`config.mk`:
```
export PLATFORM = sky130hd
export DESIGN_NAME = product_accumulator
export DESIGN_NICKNAME = d
export VERILOG_FILES = /design/src/rtl/product_accumulator.sv
export SDC_FILE = /design/constraint.sdc
export NUM_CORES = 1
export LEC_CHECK = 0
export ABC_CLOCK_PERIOD_IN_PS = 2540
export BUFFER_PORTS_ARGS = -buffer_cell sky130_fd_sc_hd__buf_2
export CORE_UTILIZATION = 35
export DETAILED_ROUTE_END_ITERATION = 7
export PLACE_DENSITY = 0.51
export REMOVE_ABC_BUFFERS = 1
export SYNTH_ARGS = -nofsm -noshare
export SYNTH_HDL_FRONTEND = slang
export SYNTH_SLANG_ARGS = --single-unit
```
`constraint.sdc`:
```
create_clock -name clk -period 2.54 [get_ports clk]
set_input_delay 0.762 -clock clk [delete_from_list [all_inputs] [get_ports clk]]
set_output_delay 0.762 -clock clk [all_outputs]
set_load 0.05 [all_outputs]
```
`src/rtl/product_accumulator.sv`:
```
// Purpose : sums groups of unsigned 16-bit products into a wide accumulator.
// Latency : result registered; out_valid rises on the edge that accepts the closing beat.
// Backpr. : in_ready drops while a result waits in HOLD; pending input beats stall.
//
// Ports:
//   clk, rst_n            clock, asynchronous active-low reset
//   acc_clr               synchronous abort of the current group or pending result
//   in_valid/in_ready     product beat handshake; in_p product, in_last group end
//   out_valid/out_ready   result handshake; out_sum, out_count, out_ovf
// Build option: PRODUCT_ACC_SAT_EN makes the accumulator saturate instead of wrap.
module product_accumulator #(
  parameter int ACC_W = 24,
  parameter int CNT_W = 8
) (
  input  logic               clk,
  input  logic               rst_n,
  input  logic               acc_clr,
  input  logic               in_valid,
  output logic               in_ready,
  input  logic [15:0]        in_p,
  input  logic               in_last,
  output logic               out_valid,
  input  logic               out_ready,
  output logic [ACC_W-1:0]   out_sum,
  output logic [CNT_W:0]     out_count,
  output logic               out_ovf
);

  typedef enum logic {ACCUM = 1'b0, HOLD = 1'b1} state_t;

  state_t           state, state_nxt;
  logic [ACC_W-1:0] acc;
  logic [CNT_W-1:0] cnt;
  logic             ovf;

  logic             accept;
  logic             close;
  logic [ACC_W:0]   sum_full;
  logic             carry;
  logic [ACC_W-1:0] acc_nxt;
  logic [CNT_W:0]   count_nxt;

  assign accept    = in_valid && in_ready;
  // Closing on cnt == all-ones means the group held 2^CNT_W products.
  assign close     = accept && (in_last || (cnt == {CNT_W{1'b1}}));
  assign sum_full  = {1'b0, acc} + {{(ACC_W + 1 - 16){1'b0}}, in_p};
  assign carry     = sum_full[ACC_W];
  assign count_nxt = {1'b0, cnt} + {{CNT_W{1'b0}}, 1'b1};

`ifdef PRODUCT_ACC_SAT_EN
  // Once saturated, every further nonzero product carries again, so acc pins at max.
  assign acc_nxt = carry ? {ACC_W{1'b1}} : sum_full[ACC_W-1:0];
`else
  assign acc_nxt = sum_full[ACC_W-1:0];
`endif

  always_ff @(posedge clk or negedge rst_n) begin
    if (!rst_n) state <= ACCUM;
    else        state <= state_nxt;
  end

  always_comb begin
    state_nxt = state;
    in_ready  = 1'b0;
    out_valid = 1'b0;
    case (state)
      ACCUM: begin
        in_ready = !acc_clr;
        if (close) state_nxt = HOLD;
      end
      HOLD: begin
        out_valid = 1'b1;
        if (acc_clr || out_ready) state_nxt = ACCUM;
      end
      default: state_nxt = ACCUM;
    endcase
  end

  always_ff @(posedge clk or negedge rst_n) begin
    if (!rst_n) begin
      acc       <= '0;
      cnt       <= '0;
      ovf       <= 1'b0;
      out_sum   <= '0;
      out_count <= '0;
      out_ovf   <= 1'b0;
    end else if (acc_clr) begin
      acc <= '0;
      cnt <= '0;
      ovf <= 1'b0;
    end else if (close) begin
      out_sum   <= acc_nxt;
      out_count <= count_nxt;
      out_ovf   <= ovf | carry;
      acc       <= '0;
      cnt       <= '0;
      ovf       <= 1'b0;
    end else if (accept) begin
      acc <= acc_nxt;
      cnt <= cnt + {{(CNT_W - 1){1'b0}}, 1'b1};
      ovf <= ovf | carry;
    end
  end

endmodule
```
==> results_dict.tcl, run 1 <==
set metrics [dict create \
    wire_per_inst_um 14.4 \
    antenna_found_initial 0 \
    die_area_mm2 0.0109 \
    initial_utilization_pct 36.8 \
    io_buffers 57 \
    fmax_ghz 0.415 \
    cts_buffers 9 \
    synth-xor-area-share_pct 6.22 \
    rsz0062_at_grt "no" \
    root_buffer "clkbuf_8" \
    yosys_warnings 0 \
    end_kind "register" \
    rows 36 \
    regArea_mm2 0.00170 \
    muxShareOfSynthArea_pct 5.81 \
    multi_input_area_mm2 0.00190 \
    synthArstFlopShare_pct 100 \
    synth_flop_cell "dfrtp_1" \
    drc_errors 0 \
    critPathBufInv 2 \
    numClockSinks 68 \
    slew_viol_final 0 \
    pre_cts_ws_ps -350 \
    first_global_vias 3052 \
    slew_headroom_pct 69.8 \
    num-fill-cells 963 \
    htreeDepth 3 \
    grt_max_degree 69 \
    min_period_ps 2410 \
    synth_top_family_by_area "compound AO/OA/AOI/OAI gates" \
    skew_ps 9.37 \
    status "finished, final reports clean" \
    clock_path_buffers 2 \
    core_area_mm2 0.00995 \
    grt_use_total_pct 17.0 \
    path_depth 10 \
    synth-edff-count 0 \
    clk_pin_slew_ps 80 \
    power_density_mw_per_mm2 700 \
    fin_tns_setup_ps 0 \
    antenna_left 0 \
    slowest_stage "a221oi_2" \
    crit_start "in_p[0]" \
    syn2layout_area_growth_pct 26.5 \
    drtIter0Drc 115 \
    r2r_cells 9 \
    die_height_um 104 \
    fin_crit_sh_pct 94.8 \
    final_cell_mix "dfrtp_1 (68), buf_2 (57), nand2_1 (44)" \
    clk_latency_ps 340 \
    yosys.area_share.simple_pct 12.3 \
    syn_avg_cell_area_um2 10.0 \
    ir_drop_uv 289 \
    grt_pass1_wl_um 14900 \
    setup_viol 0 \
    crit_path_cell_trace "buf_2 > ha_1 > buf_4 > a211oi_2 > o21ai_1 > a21oi_2 > o21bai_1 > a221oi_2 > xnor2_1 > mux2_2" \
    hold_path_class "in -> async" \
    path_delay_family "compound AO/OA/AOI/OAI gates" \
    setup_ws_ps 133 \
    r2r_start "acc[0]" \
    max_stage_delay_ps 300 \
    synth_area_mm2 0.00366 \
    hold_viol 0 \
    syn-instance-count 366 \
    synth-compound-area-share_pct 20.1 \
    drt_wl_total_um 8580 \
    dp_hpwl_um 5980 \
    power.leakage_nw 2.22 \
    firstDrtPassIters 4 \
    start_kind "primary input" \
    critPathArrivalTime_ps 2630 \
    cts_hold_buffers 0 \
    worstMarginPinSlew_ps 450 \
    vias_per_cell 5.08 \
    yosysSeqAreaShare_pct 46.4 \
    critPathKind "in -> reg" \
    post_route_cells_drive_above_1_share_pct 32.0 \
    ys_types 45 \
    mostFrequentLayoutCell "dfrtp_1" \
    synth-seq-cells 68 \
    nNetsFinal 497 \
    maxCapViolCount 0 \
    synthAdderAreaFrac_pct 6.35 \
    cts_tree "done" \
    grt_overflow 0 \
    cp_max_fo 3 \
    place.gp.congestion 0.778 \
    via_count 3022 \
    antenna_cells 0 \
    pin_count 58 \
    worstPathRequired_ps 2770 \
    dieWidth_um 104 \
]
[where the power goes]
part / switching, mW / leakage [nW] / internal (mW) / total (mW)
registers: 0.0593 / 0.906 / 1.20 / 1.26
clock network: 0.439 / 0.109 / 0.540 / 0.978
logic: 0.668 / 1.20 / 0.334 / 1.00
[synth_stat cells, types with 7 or more instances]
master / n / area share (%)
dfrtp_1: 68 / 46
nand2_1: 44 / 4.5
o21ai_0: 38 / 5.2
a22o_1: 19 / 4.5
nor2_1: 19 / 1.9
mux2_2: 18 / 5.5
ha_1: 17 / 5.8
a21oi_1: 16 / 2.2
nand3_1: 15 / 2.0
xnor2_1: 15 / 3.6
clkbuf_1: 14 / 1.4
xor2_1: 11 / 2.6
nand4_1: 7 / 1.2
[per-stage QoR]
step	instance area, um^2	util [%]	total power [mW]	instances	hold WS (ps)
2_1_floorplan	3580	-	1.96	348	466
3_3_place_gp	4390	44.1	2.27	579	456
3_5_place_dp	4390	44.1	2.28	579	468
4_1_cts	4610	46.3	3.28	595	433
5_1_grt	4630	46.5	3.41	595	471
6_report	4630	46.5	3.24	595	429
[flip-flops by register name, indices dropped and copies added (netlist names)]
name,flops
cnt,8
ovf,1
out_count,9
out_sum,24
acc,24
state,1
out_ovf,1
[path summary, 6_finish.rpt]
| check | slack (ps) | endpoint |
|---|---|---|
| worst max-delay path | 130 | out_sum[15] |
| worst min-delay path | 430 | out_sum[4] |
| worst max register to register | 270 | out_sum[15] |
| worst min register to register | 480 | out_sum[16] |
| max in group asynchronous | 1810 | acc[18] |
| min in group clk | 480 | out_sum[16] |
[final cells by class]
cell class	count	area share, %
clock buffers	12	3.56
clock inverters	4	1.19
multi-input cells	274	41.1
repair buffers	98	13.3
well taps	133	3.59
flip-flops and latches	68	36.7
inverters	6	0.486
[logic make-up (layout without fill, tap and decap cells)]
group	count (synthesis)	after routing
XOR/XNOR	26	26
flip-flops	68	68
AND/OR/NAND/NOR	101	101
AO/OA/AOI/OAI	110	110
adder cells (fa/ha/maj)	18	18
multiplexers	19	19
buffers and inverters	24	120
[timing repair]
item | CTS | global route
buffers inserted | 0 | 0
hold endpoints to repair | 0 | 0
resized for setup | 0 | 8
endpoints found under the setup margin | 0 | 15
[metal layers]
layer | routed length (um) | share of wire, % | global-route usage (%)
met5 | 0 | 0 | 0
met4 | 133 | 1.6 | 6.73
met3 | 264 | 3.1 | 2.57
met2 | 3920 | 46 | 27.0
met1 | 4270 | 50 | 23.3
Power figures use the tool's default switching activity.
==> run 2: changes to the inputs <==
--- a/config.mk
+++ b/config.mk
@@ -5,7 +5,7 @@
 export SDC_FILE = /design/constraint.sdc
 export NUM_CORES = 1
 export LEC_CHECK = 0
-export ABC_CLOCK_PERIOD_IN_PS = 2540
+export ABC_CLOCK_PERIOD_IN_PS = 2700
 export BUFFER_PORTS_ARGS = -buffer_cell sky130_fd_sc_hd__buf_2
 export CORE_UTILIZATION = 35
 export DETAILED_ROUTE_END_ITERATION = 7
==> constraint.sdc (replaced) <==
create_clock -name clk -period 2.7 [get_ports clk]
set_input_delay 0.81 -clock clk [delete_from_list [all_inputs] [get_ports clk]]
set_output_delay 0.81 -clock clk [all_outputs]
set_load 0.05 [all_outputs]
==> run 2 against run 1 <==
Compared with the run above: sequential share of layout area up 0.50 points; core utilization shrank 0.63 points; critical path depth increased by 1; worst setup slack improved by 43 ps; register-to-register slack better by 60 ps; flip-flop and latch count is the same; clock power decreased by 11%; final cell count decreased by 0.50%; global-route usage down 0.35 points; count of clock-buffer cells in the layout is the same; non-clock buffer count shrank 3; largest cell class unchanged; highest routed layer unchanged.
==> results_dict.tcl, run 2 (synthesis results as in run 1) <==
set metrics [dict create \
    status "finished, final reports clean" \
    stdcell_count 592 \
    rsz0062_at_grt "no" \
    critPathArrivalTime_ps 2750 \
    via_count 2987 \
    fin_crit_sh_pct 93.5 \
    maxCapViolCount 0 \
    hold_viol 0 \
    initial_utilization_pct 36.8 \
    path_delay_family "compound AO/OA/AOI/OAI gates" \
    grt_use_total_pct 16.7 \
    antenna_cells 0 \
    max_stage_delay_ps 400 \
    end_kind "register" \
    dp_hpwl_um 5980 \
    fmax_ghz 0.396 \
    grt_pass1_wl_um 14400 \
    clock_path_buffers 2 \
    ir_drop_uv 315 \
    crit_path_cell_trace "buf_2 > ha_1 > inv_1 > fa_1 > nor2b_1 > o211ai_1 > a21oi_1 > nor2_1 > o31ai_2 > xor2_1 > mux2_2" \
    firstDrtPassIters 4 \
    root_buffer "clkbuf_8" \
    core_area_mm2 0.00995 \
    htreeDepth 3 \
    place_area_mm2 0.00436 \
    clk_latency_ps 340 \
    regArea_mm2 0.00170 \
    cts_tree "done" \
    num-fill-cells 999 \
    worstPathRequired_ps 2930 \
    vias_per_cell 5.05 \
    setup_viol 0 \
    critPathBufInv 2 \
    wire_per_inst_um 14.4 \
    antenna_found_initial 0 \
    mostFrequentLayoutCell "dfrtp_1" \
    dp_cells 576 \
    clk_pin_slew_ps 80 \
    pin_count 58 \
    slowest_stage "fa_1" \
    antenna_left 0 \
    final_area_mm2 0.00457 \
    first_global_vias 2942 \
    power.leakage_nw 2.19 \
    hold_path_class "in -> async" \
    pre_cts_ws_ps -210 \
    top_regs "acc: 24 flops, out_sum: 24 flops, out_count: 9 flops" \
    post_route_cells_drive_above_1_share_pct 30.3 \
    place.gp.congestion 0.809 \
    start_kind "primary input" \
    drt_wl_total_um 8530 \
    slew_headroom_pct 63.5 \
    grt_max_degree 69 \
    die_area_mm2 0.0109 \
    multi_input_area_mm2 0.00188 \
    setup_ws_ps 176 \
    power_density_mw_per_mm2 653 \
    drc_errors 0 \
    numClockSinks 68 \
    io_buffers 57 \
    grt_overflow 0 \
    cp_max_fo 3 \
    min_period_ps 2520 \
    syn2layout_area_growth_pct 24.8 \
    cts_buffers 9 \
    drtIter0Drc 97 \
    rows 36 \
    final_cell_mix "dfrtp_1 (68), buf_2 (57), nand2_1 (44)" \
    nNetsFinal 494 \
    worstMarginPinSlew_ps 547 \
    slew_viol_final 0 \
    die_height_um 104 \
    cts_hold_buffers 0 \
    skew_ps 9.53 \
    critPathKind "in -> reg" \
    dieWidth_um 104 \
]
run 2: where the power goes:
| group | switching, mW | total [mW] | internal [mW] |
|---|---|---|---|
| clock | 0.394 | 0.869 | 0.475 |
| combinational | 0.623 | 0.928 | 0.305 |
| sequential | 0.0569 | 1.19 | 1.13 |
| total | 1.07 | 2.98 | 1.91 |
run 2: worst paths after layout:
path	end	cells after the start	slack, ps	startpoint
hold reg to reg	out_sum[16]	2	470	out_sum[16]
max in group asynchronous	out_sum[1]	2	1910	rst_n
setup reg to reg	acc[18]	7	330	cnt[0]
hold / removal	out_sum[4]	2	460	rst_n
min in group clk	out_sum[16]	2	470	out_sum[16]
setup / recovery	out_sum[14]	11	180	in_p[0]
run 2: stage by stage:
| stage | setup TNS, ps | hold slack, ps | power [mW] | utilization (%) |
|---|---|---|---|---|
| 2_1_floorplan | -49640 | 475 | 1.85 | - |
| 3_3_place_gp | -1820 | 457 | 2.13 | 43.8 |
| 3_5_place_dp | -2160 | 465 | 2.14 | 43.8 |
| 4_1_cts | 0 | 482 | 3.02 | 45.9 |
| 5_1_grt | 0 | 503 | 3.14 | 45.9 |
| 6_report | 0 | 457 | 2.98 | 45.9 |
run 2: worst reg2reg max path, cell delays in order (launching register included):
cell and delay (ps):
dfrtp_1 450, ha_1 250, nand3_1 140, nor2_1 180, and3_1 300, or3_1 500, o21ai_0 160, mux2_2 280
run 2: area by class of cell:
class	count	share of cell area, %
clock buffers	12	3.39
multi-input cells	274	41.2
flip-flops and latches	68	37.2
repair buffers	95	13.0
inverters	6	0.493
clock inverters	4	1.04
well taps	133	3.64
run 2: metal layers:
layer  wire [um]  up-vias  track usage, %
li1            -     1496               -
met1        4250     1433            22.7
met2        3850       47            25.8
met3         307       11            3.51
met4         121        0            6.43
met5           0        -               0
run 2: what timing repair did:
item / CTS / global route
endpoints found under the setup margin: 0 / 1
gates resized for setup: 0 / 1
setup buffers: 0 / 0
==> run 3: changes to the inputs <==
--- a/config.mk
+++ b/config.mk
@@ -7,6 +7,8 @@
 export LEC_CHECK = 0
 export ABC_CLOCK_PERIOD_IN_PS = 2700
 export BUFFER_PORTS_ARGS = -buffer_cell sky130_fd_sc_hd__buf_2
+export CAP_MARGIN = 20
+export CORE_MARGIN = 5
 export CORE_UTILIZATION = 35
 export DETAILED_ROUTE_END_ITERATION = 7
 export PLACE_DENSITY = 0.51
==> run 3 against run 2 <==
Compared with the run above: count of clock-buffer cells in the layout down 1; fmax up 1.9%; clock power up 11%; routed wire length up 1.9%; final cell count up 0.17%; combinational power down 0.6%; global-route usage down 2.2 points; worst hold slack better by 7.5 ps; worst setup slack better by 46 ps; first-iteration DRC count up 58%; clock skew up 3.3 ps; core utilization down 1.3 points; largest cell class unchanged; largest power group unchanged.
==> results_dict.tcl, run 3 (synthesis results as in run 1) <==
set metrics [dict create \
    initial_utilization_pct 35.6 \
    io_buffers 57 \
    grt_max_degree 69 \
    pin_count 58 \
    setup_viol 0 \
    power.leakage_nw 2.19 \
    dieWidth_um 112 \
    cts_tree "done" \
    min_period_ps 2480 \
    rsz0062_at_grt "no" \
    critPathBufInv 2 \
    max_stage_delay_ps 380 \
    antenna_found_initial 0 \
    cts_buffers 9 \
    drt_wl_total_um 8690 \
    core_area_mm2 0.0103 \
    critPathArrivalTime_ps 2710 \
    wire_per_inst_um 14.7 \
    dp_hpwl_um 6230 \
    grt_use_total_pct 14.5 \
    worstPathRequired_ps 2930 \
    end_kind "register" \
    maxCapViolCount 0 \
    ir_drop_uv 262 \
    drtIter0Drc 153 \
    vias_per_cell 5.04 \
    hold_path_class "in -> async" \
    antenna_cells 0 \
    antenna_left 0 \
    status "finished, final reports clean" \
    grt_overflow 0 \
    fin_crit_sh_pct 91.8 \
    nNetsFinal 492 \
    top_regs "acc: 24 flops, out_sum: 24 flops, out_count: 9 flops" \
    num-fill-cells 1007 \
    start_kind "primary input" \
    power_density_mw_per_mm2 670 \
    slew_viol_final 0 \
    skew_ps 12.8 \
    critPathKind "in -> reg" \
    drc_errors 0 \
    slew_headroom_pct 68.6 \
    syn2layout_area_growth_pct 25.2 \
    hold_viol 0 \
    first_global_vias 3090 \
    htreeDepth 3 \
    mostFrequentLayoutCell "dfrtp_1" \
    grt_pass1_wl_um 14900 \
    via_count 2987 \
    place_area_mm2 0.00435 \
    worstMarginPinSlew_ps 467 \
    firstDrtPassIters 4 \
    die_height_um 112 \
    path_delay_family "compound AO/OA/AOI/OAI gates" \
    crit_path_cell_trace "buf_2 > ha_1 > inv_1 > fa_1 > nor2b_1 > o211ai_1 > a21oi_2 > nor2_1 > o31ai_2 > xor2_1 > mux2_2" \
    clk_pin_slew_ps 80 \
    post_route_cells_drive_above_1_share_pct 30.4 \
    fin_tns_setup_ps 0 \
    clock_path_buffers 2 \
    postCtsSetupBuffers 0 \
    place.gp.congestion 0.802 \
    die_area_mm2 0.0126 \
    rows 37 \
    final_cell_mix "dfrtp_1 (68), buf_2 (57), nand2_1 (44)" \
    final_area_mm2 0.00459 \
    numClockSinks 68 \
    cts_hold_buffers 0 \
    clk_latency_ps 360 \
    cp_max_fo 3 \
    root_buffer "clkbuf_8" \
    slowest_stage "fa_1" \
    fmax_ghz 0.404 \
]
-- run 3: path summary, 6_finish.rpt --
path	start	to	slack, ps	cells after the start
setup reg to reg	cnt[0]	acc[20]	370	8
min in group clk	out_sum[17]	out_sum[17]	480	2
max in group asynchronous	rst_n	acc[2]	1940	2
hold reg to reg	out_sum[17]	out_sum[17]	480	2
setup / recovery	in_p[0]	out_sum[14]	220	11
hold / removal	rst_n	acc[3]	460	2
-- run 3: final cells by class --
class                           count  area, um^2  area share [%]
Tap cell                          136         170            3.71
Inverter                            6        22.5           0.491
Multi-Input combinational cell    274        1890            41.1
Clock buffer                       11         141            3.08
Clock inverter                      5        85.1            1.85
Sequential cell                    68        1700            37.1
Timing Repair Buffer               93         581            12.7
-- run 3: report_power, final --
part / total, mW / leakage [nW] / switching [mW] / internal [mW]
registers: 1.19 / 0.906 / 0.0554 / 1.13
clock network: 0.966 / 0.110 / 0.418 / 0.549
logic: 0.922 / 1.17 / 0.624 / 0.298
-- run 3: what timing repair did --
item / in CTS / in global routing
gates resized for setup: 0 / 3
endpoints found under the setup margin: 0 / 1
endpoints found under the hold margin: 0 / 0
-- run 3: layer usage --
layer	vias up	share of wire (%)	GRT usage [%]
li1	1493	-	-
met2	47	46	23.0
met4	0	1.4	5.77
met1	1437	48	18.9
met3	10	4.0	3.61
met5	-	0	0
-- run 3: worst register-to-register path: stages, from the launching register on --
cell and delay [ps]:
dfrtp_1 440, ha_1 270, nand3_1 140, nor2_1 110, and3_1 260, or3_1 460
buf_4 210, a31o_2 210, a31oi_1 160
-- run 3: stage by stage --
step | setup slack, ps | power, mW | utilization (%) | cells | hold slack [ps]
6_report | 222 | 3.07 | 44.6 | 593 | 464
3_5_place_dp | -246 | 2.14 | 42.3 | 577 | 465
4_1_cts | 133 | 3.11 | 44.5 | 593 | 475
3_3_place_gp | -185 | 2.13 | 42.3 | 577 | 458
5_1_grt | 81.2 | 3.24 | 44.6 | 593 | 483
2_1_floorplan | -1180 | 1.85 | - | 348 | 475
